==> config.mk <==
export PLATFORM = sky130hd
export DESIGN_NAME = mux_4to1_rr_arb
export DESIGN_NICKNAME = d
export VERILOG_FILES = /design/src/rtl/mux_4to1_rr_arb.sv
export SDC_FILE = /design/constraint.sdc
export NUM_CORES = 1
export LEC_CHECK = 0
export ABC_AREA = 1
export CAP_MARGIN = 20
export CELL_PAD_IN_SITES_DETAIL_PLACEMENT = 0
export CELL_PAD_IN_SITES_GLOBAL_PLACEMENT = 1
export CORE_MARGIN = 3
export CORE_UTILIZATION = 31
export CTS_CLUSTER_DIAMETER = 120
export CTS_CLUSTER_SIZE = 25
export DETAILED_ROUTE_END_ITERATION = 12
export PLACE_DENSITY_LB_ADDON = 0.1
export SYNTH_ARGS = -nofsm -noshare
export SYNTH_HDL_FRONTEND = slang
export SYNTH_SLANG_ARGS = --single-unit
export TNS_END_PERCENT = 100
==> constraint.sdc <==
create_clock -name clk -period 1.5 [get_ports clk]
set_input_delay 0.375 -clock clk [delete_from_list [all_inputs] [get_ports clk]]
set_output_delay 0.375 -clock clk [all_outputs]
set_load 0.05 [all_outputs]
==> src/rtl/mux_4to1_rr_arb.sv <==
// mux_4to1_rr_arb: four-way arbiter owning the select of a 4:1 mux.
// Default build arbitrates round-robin. Defining MUX_ARB_FIXED_PRIO_EN
// switches to fixed priority (req[0] highest), and that build carries no
// rotation pointer.
// Each grant is one burst of up to HOLD accepted beats. After every grant
// the arbiter spends one cycle in IDLE.

module mux_4to1_rr_arb #(
   parameter int unsigned DATA_W = 1,
   parameter int unsigned HOLD   = 4
) (
   input  logic              clk,
   input  logic              rst_n,
   input  logic [3:0]        req,
   input  logic [DATA_W-1:0] in_a,
   input  logic [DATA_W-1:0] in_b,
   input  logic [DATA_W-1:0] in_c,
   input  logic [DATA_W-1:0] in_d,
   input  logic              out_ready,
   output logic [1:0]        sel,
   output logic [3:0]        gnt,
   output logic [DATA_W-1:0] out_data,
   output logic              out_valid,
   output logic              out_last
);

   localparam int unsigned CNT_W = 4;
   localparam logic [CNT_W-1:0] LAST_BEAT = CNT_W'(HOLD - 1);

   typedef enum logic {
      IDLE  = 1'b0,
      GRANT = 1'b1
   } state_t;

   state_t           state, state_n;
   logic [1:0]       sel_n;
   logic [3:0]       gnt_n;
   logic [CNT_W-1:0] cnt, cnt_n;
   logic [1:0]       win;
   logic             found;

`ifdef MUX_ARB_FIXED_PRIO_EN
   // Winner is the lowest set request index.
   always_comb begin
      win   = 2'd0;
      found = 1'b0;
      for (int k = 0; k < 4; k++) begin
         if (!found && req[k]) begin
            win   = 2'(k);
            found = 1'b1;
         end
      end
   end
`else
   logic [1:0] ptr, ptr_n;
   logic [1:0] idx;

   // Winner is the first set request after the last granted index.
   always_comb begin
      win   = 2'd0;
      found = 1'b0;
      idx   = 2'd0;
      for (int k = 1; k <= 4; k++) begin
         idx = ptr + 2'(k);
         if (!found && req[idx]) begin
            win   = idx;
            found = 1'b1;
         end
      end
   end

   // Rotation pointer: remembers the last granted index.
   always_ff @(posedge clk or negedge rst_n) begin
      if (!rst_n) begin
         ptr <= 2'd3;
      end else begin
         ptr <= ptr_n;
      end
   end
`endif

   // State, select, grant and beat-count registers.
   always_ff @(posedge clk or negedge rst_n) begin
      if (!rst_n) begin
         state <= IDLE;
         sel   <= 2'd0;
         gnt   <= 4'd0;
         cnt   <= '0;
      end else begin
         state <= state_n;
         sel   <= sel_n;
         gnt   <= gnt_n;
         cnt   <= cnt_n;
      end
   end

   // Next-state logic plus the valid/last handshake outputs.
   always_comb begin
      state_n   = state;
      sel_n     = sel;
      gnt_n     = gnt;
      cnt_n     = cnt;
`ifndef MUX_ARB_FIXED_PRIO_EN
      ptr_n     = ptr;
`endif
      out_valid = 1'b0;
      out_last  = 1'b0;
      case (state)
         IDLE: begin
            if (found) begin
               sel_n   = win;
               gnt_n   = 4'b0001 << win;
               cnt_n   = '0;
               state_n = GRANT;
            end
         end
         GRANT: begin
            out_valid = req[sel];
            out_last  = req[sel] && (cnt == LAST_BEAT);
            // Release on withdrawal or on the final accepted beat.
            if (!req[sel] || (out_ready && (cnt == LAST_BEAT))) begin
`ifndef MUX_ARB_FIXED_PRIO_EN
               ptr_n   = sel;
`endif
               gnt_n   = 4'd0;
               cnt_n   = '0;
               state_n = IDLE;
            end else if (out_ready) begin
               cnt_n = cnt + CNT_W'(1);
            end
         end
         default: begin
            state_n = IDLE;
         end
      endcase
   end

   // Shared 4:1 datapath mux, steered by the registered select.
   always_comb begin
      case (sel)
         2'd0:    out_data = in_a;
         2'd1:    out_data = in_b;
         2'd2:    out_data = in_c;
         default: out_data = in_d;
      endcase
   end

endmodule

## Yosys cells after proc, flatten, opt, wreduce, memory -nomap -nowiden

Index checks and enable logic that the tools add are counted.

- Output and inout bits: 9
- Flip-flop bits (word level): 13
- Input bits: 11
- Word-level logic and storage cells: 68

- Multiplexer cells: 31
- Shift-type cells: 1
- Magnitude comparators: 5
- Eq/ne operators: 6
- Reductions and logical operators: 15
- Add/subtract/negate cells: 4
- Bitwise operators: 1

Operators with widths:

| kind | number |
|---|---|
| two-way mux 4 bit | 5 |
| case mux 4 bit (2 select lines) | 2 |
| less-than comparator 2 x 3 -> 1 bit, second input constant | 5 |
| two-way mux 1 bit | 13 |
| binary-select mux 1 bit (select 2 bit) | 5 |
| two-way mux 2 bit | 4 |
| AND reduction 2 bit | 4 |
| logical AND 1 bit | 5 |
| adder 2 bit, second input constant | 2 |
| adder 4 x 1 -> 4 bit, second input constant | 1 |
| == test 4 x 2 -> 1 bit, second input constant | 1 |
| logical NOT 1 bit | 4 |
| << shifter 1 x 2 -> 4 bit, first input constant | 1 |
| inequality test 3 x 2 -> 1 bit, second input constant | 1 |
| case mux 1 bit (3 select lines) | 1 |
| adder 2 x 1 -> 2 bit, second input constant | 1 |
| == test 2 x 1 -> 1 bit, second input constant | 1 |
| == test 2 bit, second input constant | 1 |
| logical NOT 2 bit | 1 |
| inequality test 2 x 1 -> 1 bit, second input constant | 1 |
| inequality test 2 bit, second input constant | 1 |
| case mux 1 bit (2 select lines) | 1 |
| logical OR 1 bit | 1 |
| NOT 1 bit | 1 |

## Longest topological paths before layout

- Depth after elaboration: 16
- Mapped depth: 12
- Gate-level depth less buffers: 12

## Worst setup path after synthesis

Ideal clock, no wire load.

- Kind: register to output
- Start point: register sel[0]
- End point: output port out_last
- Path slack: -0.924 ns
- Buffers on the path: 0
- Cell stages (with the launch flop): 5
- Required time: 1.125 ns
- Arrival time: 2.049 ns
- Path through: dfrtp_1 > a21oi_1 > o21ai_0 > nand2_1 > nor3_1

- Longest elaborated chain between the ends: 4

RTL lines:

| element | line | source |
|---|---|---|
| from (decl) | 20 | `output logic [1:0] sel,` |
| from (signal assigned) | 91 | `sel <= sel_n;` |
| binary-select mux 1 bit (select 2 bit) | 119 | `out_last = req[sel] && (cnt == LAST_BEAT);` |
| two-way mux 1 bit (implied by the code) | 119 |  |
| logical AND 1 bit | 119 |  |
| two-way mux 1 bit | 108 | `case (state)` |
| to (decl) | 24 | `output logic out_last` |

No other way between the ends. The select of a mux whose other input is x is not followed.

## Final worst setup path

- Start point: register sel[1]
- End point: output port out_data

- Longest elaborated chain between the ends: 2
- Elaborated cells on any way between the ends: 4
- Classes of those cells: eq/ne: 2; mux: 1; reduce/logical: 1

RTL lines:

| element | line | source |
|---|---|---|
| == test 2 bit, or another cell as far along | 140 | `case (sel)` |
| case mux 1 bit (3 select lines) (*) | 140 |  |
| to (decl) | 22 | `output logic [DATA_W-1:0] out_data,` |

Mark *: on every way between the ends. The rest lies on a longest branch, timed or not.

==> impl_metrics.py <==
metrics = {
    "cells_and_area": {
        "n_fill_cell": 254,
        "syn_to_final_growth_pct": 93.4,
        "drive_gt1_frac": 0.580,
        "final_cell_mix": "nand2_1, buf_4, nand2_2",
        "fin_cells": 236,
        "antenna_cells": 0,
        "final_util": 0.648,
        "fin_nets": 218,
        "layout_commonest_cell": "nand2_1",
    },
    "status": {
        "status": "complete, but fails checks",
        "violations": "setup timing",
    },
    "worst_setup_path": {
        "cp_max_fo": 3,
        "path_common_cell": "buf_6",
        "critPathBufInv": 3,
        "slowest_stage": "dfrtp_2",
        "critPathRequiredTime_ns": 1.12,
        "path_class": "reg -> out",
        "slowest_delay_ns": 0.45,
        "worstSetupEndpointType": "output pin",
        "worstPathCellList": "buf_6 -> buf_6 -> o21ai_2 -> o22ai_4 -> buf_12",
        "worstSetupStartpointType": "flop",
        "crit_arrival_ns": 1.42,
        "cpLargestDelayFamily": "flip-flops",
    },
    "drt": {
        "vias_per_cell": 4.81,
        "first_pass_iters": 4,
        "avgRoutedWirePerCell_um": 13.0,
        "vias": 1134,
        "ant_nets": 0,
        "drc": 0,
        "wl_mm": 3.07,
        "drt_iter0_drc": 47,
    },
    "synthesis": {
        "avgSynthCellArea_um2": 6.50,
        "ys_types": 21,
        "ys_seq_area_frac": 0.346,
        "netlist_area_um2": 948,
        "synth_cells": 146,
        "synth_top_area_cell": "dfrtp_1",
        "synth_top_area_frac": 0.290,
        "syn_nets": 158,
        "ys_top_cells_by_area": "dfrtp_1, nand2_1, nand3_1",
        "synth_warnings": 0,
        "ys_ff_latch": 13,
    },
    "die": {
        "initial_core_util": 0.335,
        "ios": 20,
        "die_h_um": 61.3,
        "rows": 19,
        "fp.dieW_um": 61.3,
        "dieArea_um2": 3760,
        "coreArea_um2": 2830,
    },
    "sta": {
        "final_hold_viol_count": 0,
        "drv_slew": 0,
        "post-route-period-util": 1.20,
        "slew_headroom": 0.799,
        "finalSetupViolCount": 16,
        "skew_ns": 0.0102,
        "fin_crit_ns": 1.79,
        "fmax_mhz": 558,
        "rsz0062_at_grt": "yes",
        "tightest_slew_ns": 0.301,
        "worst_slack_ns": -0.293,
    },
    "clock_tree": {
        "h-tree-depth": 1,
        "clkTransAtPathRegs_ns": 0.09,
        "cts_inserted_buffers": 3,
        "cts_root_buf": "clkbuf_4",
        "cts_hold_buf": 0,
        "cts_tree": "done",
        "clock_sinks": 13,
        "clk_latency_ns": 0.28,
        "cts_buffer_depth": 2,
    },
    "grt": {
        "antenna_found_initial": 0,
        "grt-ovfl-total": 0,
        "grt_pass1_wl_mm": 5.04,
        "first_global_vias": 1162,
        "grt_max_degree": 9,
        "grt_use_total": 0.181,
    },
    "worst_hold_path": {
        "holdCritPathClass": "in -> async",
    },
    "power_and_ir_drop": {
        "power_mw": 4.70,
        "vdd_drop_max_uv": 1480,
        "p_leak_nw": 0.902,
        "p_per_area_nw_per_um2": 2560,
    },
    "placed_design": {
        "dpl.hpwl_mm": 2.06,
        "pre_cts_slack_ns": -0.569,
        "gp_congestion": 0.793,
        "dp_cells": 217,
        "io_buffers": 19,
    },
    "flow_run": {
        "cap_viol_max_count": 0,
    },
}
-- final timing paths --
| path | startpoint | end | slack, ns | cells past startpoint |
|---|---|---|---|---|
| max | sel[1] | out_data | -0.29 | 5 |
| min | rst_n | gnt[0] | 0.33 | 1 |
| max reg2reg | ptr[0] | gnt[3] | -0.20 | 12 |
| min reg2reg | cnt[3] | cnt[3] | 0.51 | 2 |
| max in group asynchronous | rst_n | cnt[2] | 0.73 | 2 |
| min in group clk | cnt[3] | cnt[3] | 0.51 | 2 |
-- final cells by class --
| class | count | area, um2 | share of cell area |
|---|---|---|---|
| Clock inverter | 1 | 5.00 | 0.00273 |
| Timing Repair Buffer | 55 | 591 | 0.322 |
| Multi-Input combinational cell | 116 | 778 | 0.424 |
| Inverter | 17 | 68.8 | 0.0375 |
| Clock buffer | 3 | 22.5 | 0.0123 |
| Sequential cell | 13 | 330 | 0.180 |
| Tap cell | 31 | 38.8 | 0.0211 |
-- what timing repair did --
item                                    CTS  global route
buffers inserted                         10             6
gates cloned                              1             0
gates resized for setup                  51            30
pin swaps                                16            20
endpoints found under the setup margin   17            18
-- routing by layer --
layer / track usage / up-vias / wire length [um]
met5: 0 / - / 0
met4: 0.0557 / 0 / 18
met3: 0.0419 / 2 / 82
met2: 0.307 / 12 / 1650
met1: 0.227 / 532 / 1330
li1: - / 588 / -
-- per-stage QoR --
stage | area, um2 | TNS, ns | hold slack (ns)
floorplan | 988 | -0.652 | 0.0794
global placement | 1460 | -6.60 | 0.471
detailed placement | 1460 | -6.87 | 0.476
CTS | 1690 | -1.99 | 0.333
global route | 1830 | -3.74 | 0.350
finish | 1830 | -2.37 | 0.330
-- registers in the layout, indices dropped and copies added, names as in the netlist --
name,cells
ptr,2
state,1
cnt,4
sel,2
gnt,4
-- power by group --
| group | leakage [nW] | internal (mW) | switching [mW] |
|---|---|---|---|
| Combinational | 0.722 | 1.70 | 2.10 |
| Sequential | 0.162 | 0.512 | 0.157 |
| Clock | 0.0177 | 0.0990 | 0.129 |
-- cells in the mapped netlist, drive strengths merged --
master	n
clkinv	1
nor3	1
ha	1
dfstp	2
o21ai	13
nand2	61
inv	16
nor2	11
xor2	1
o22ai	1
nand3	20
dfrtp	11
buf	1
a21oi	6
-- cell families after synthesis --
family / synth area share
adders and majority gates: 0.0132
xor gates and xnor gates: 0.00924
buffers and inverters: 0.0792
and+or+nand+nor: 0.438
DFF: 0.346
AOI/OAI and AO/OA: 0.115
Note: power is estimated with default switching activity, not from simulation.
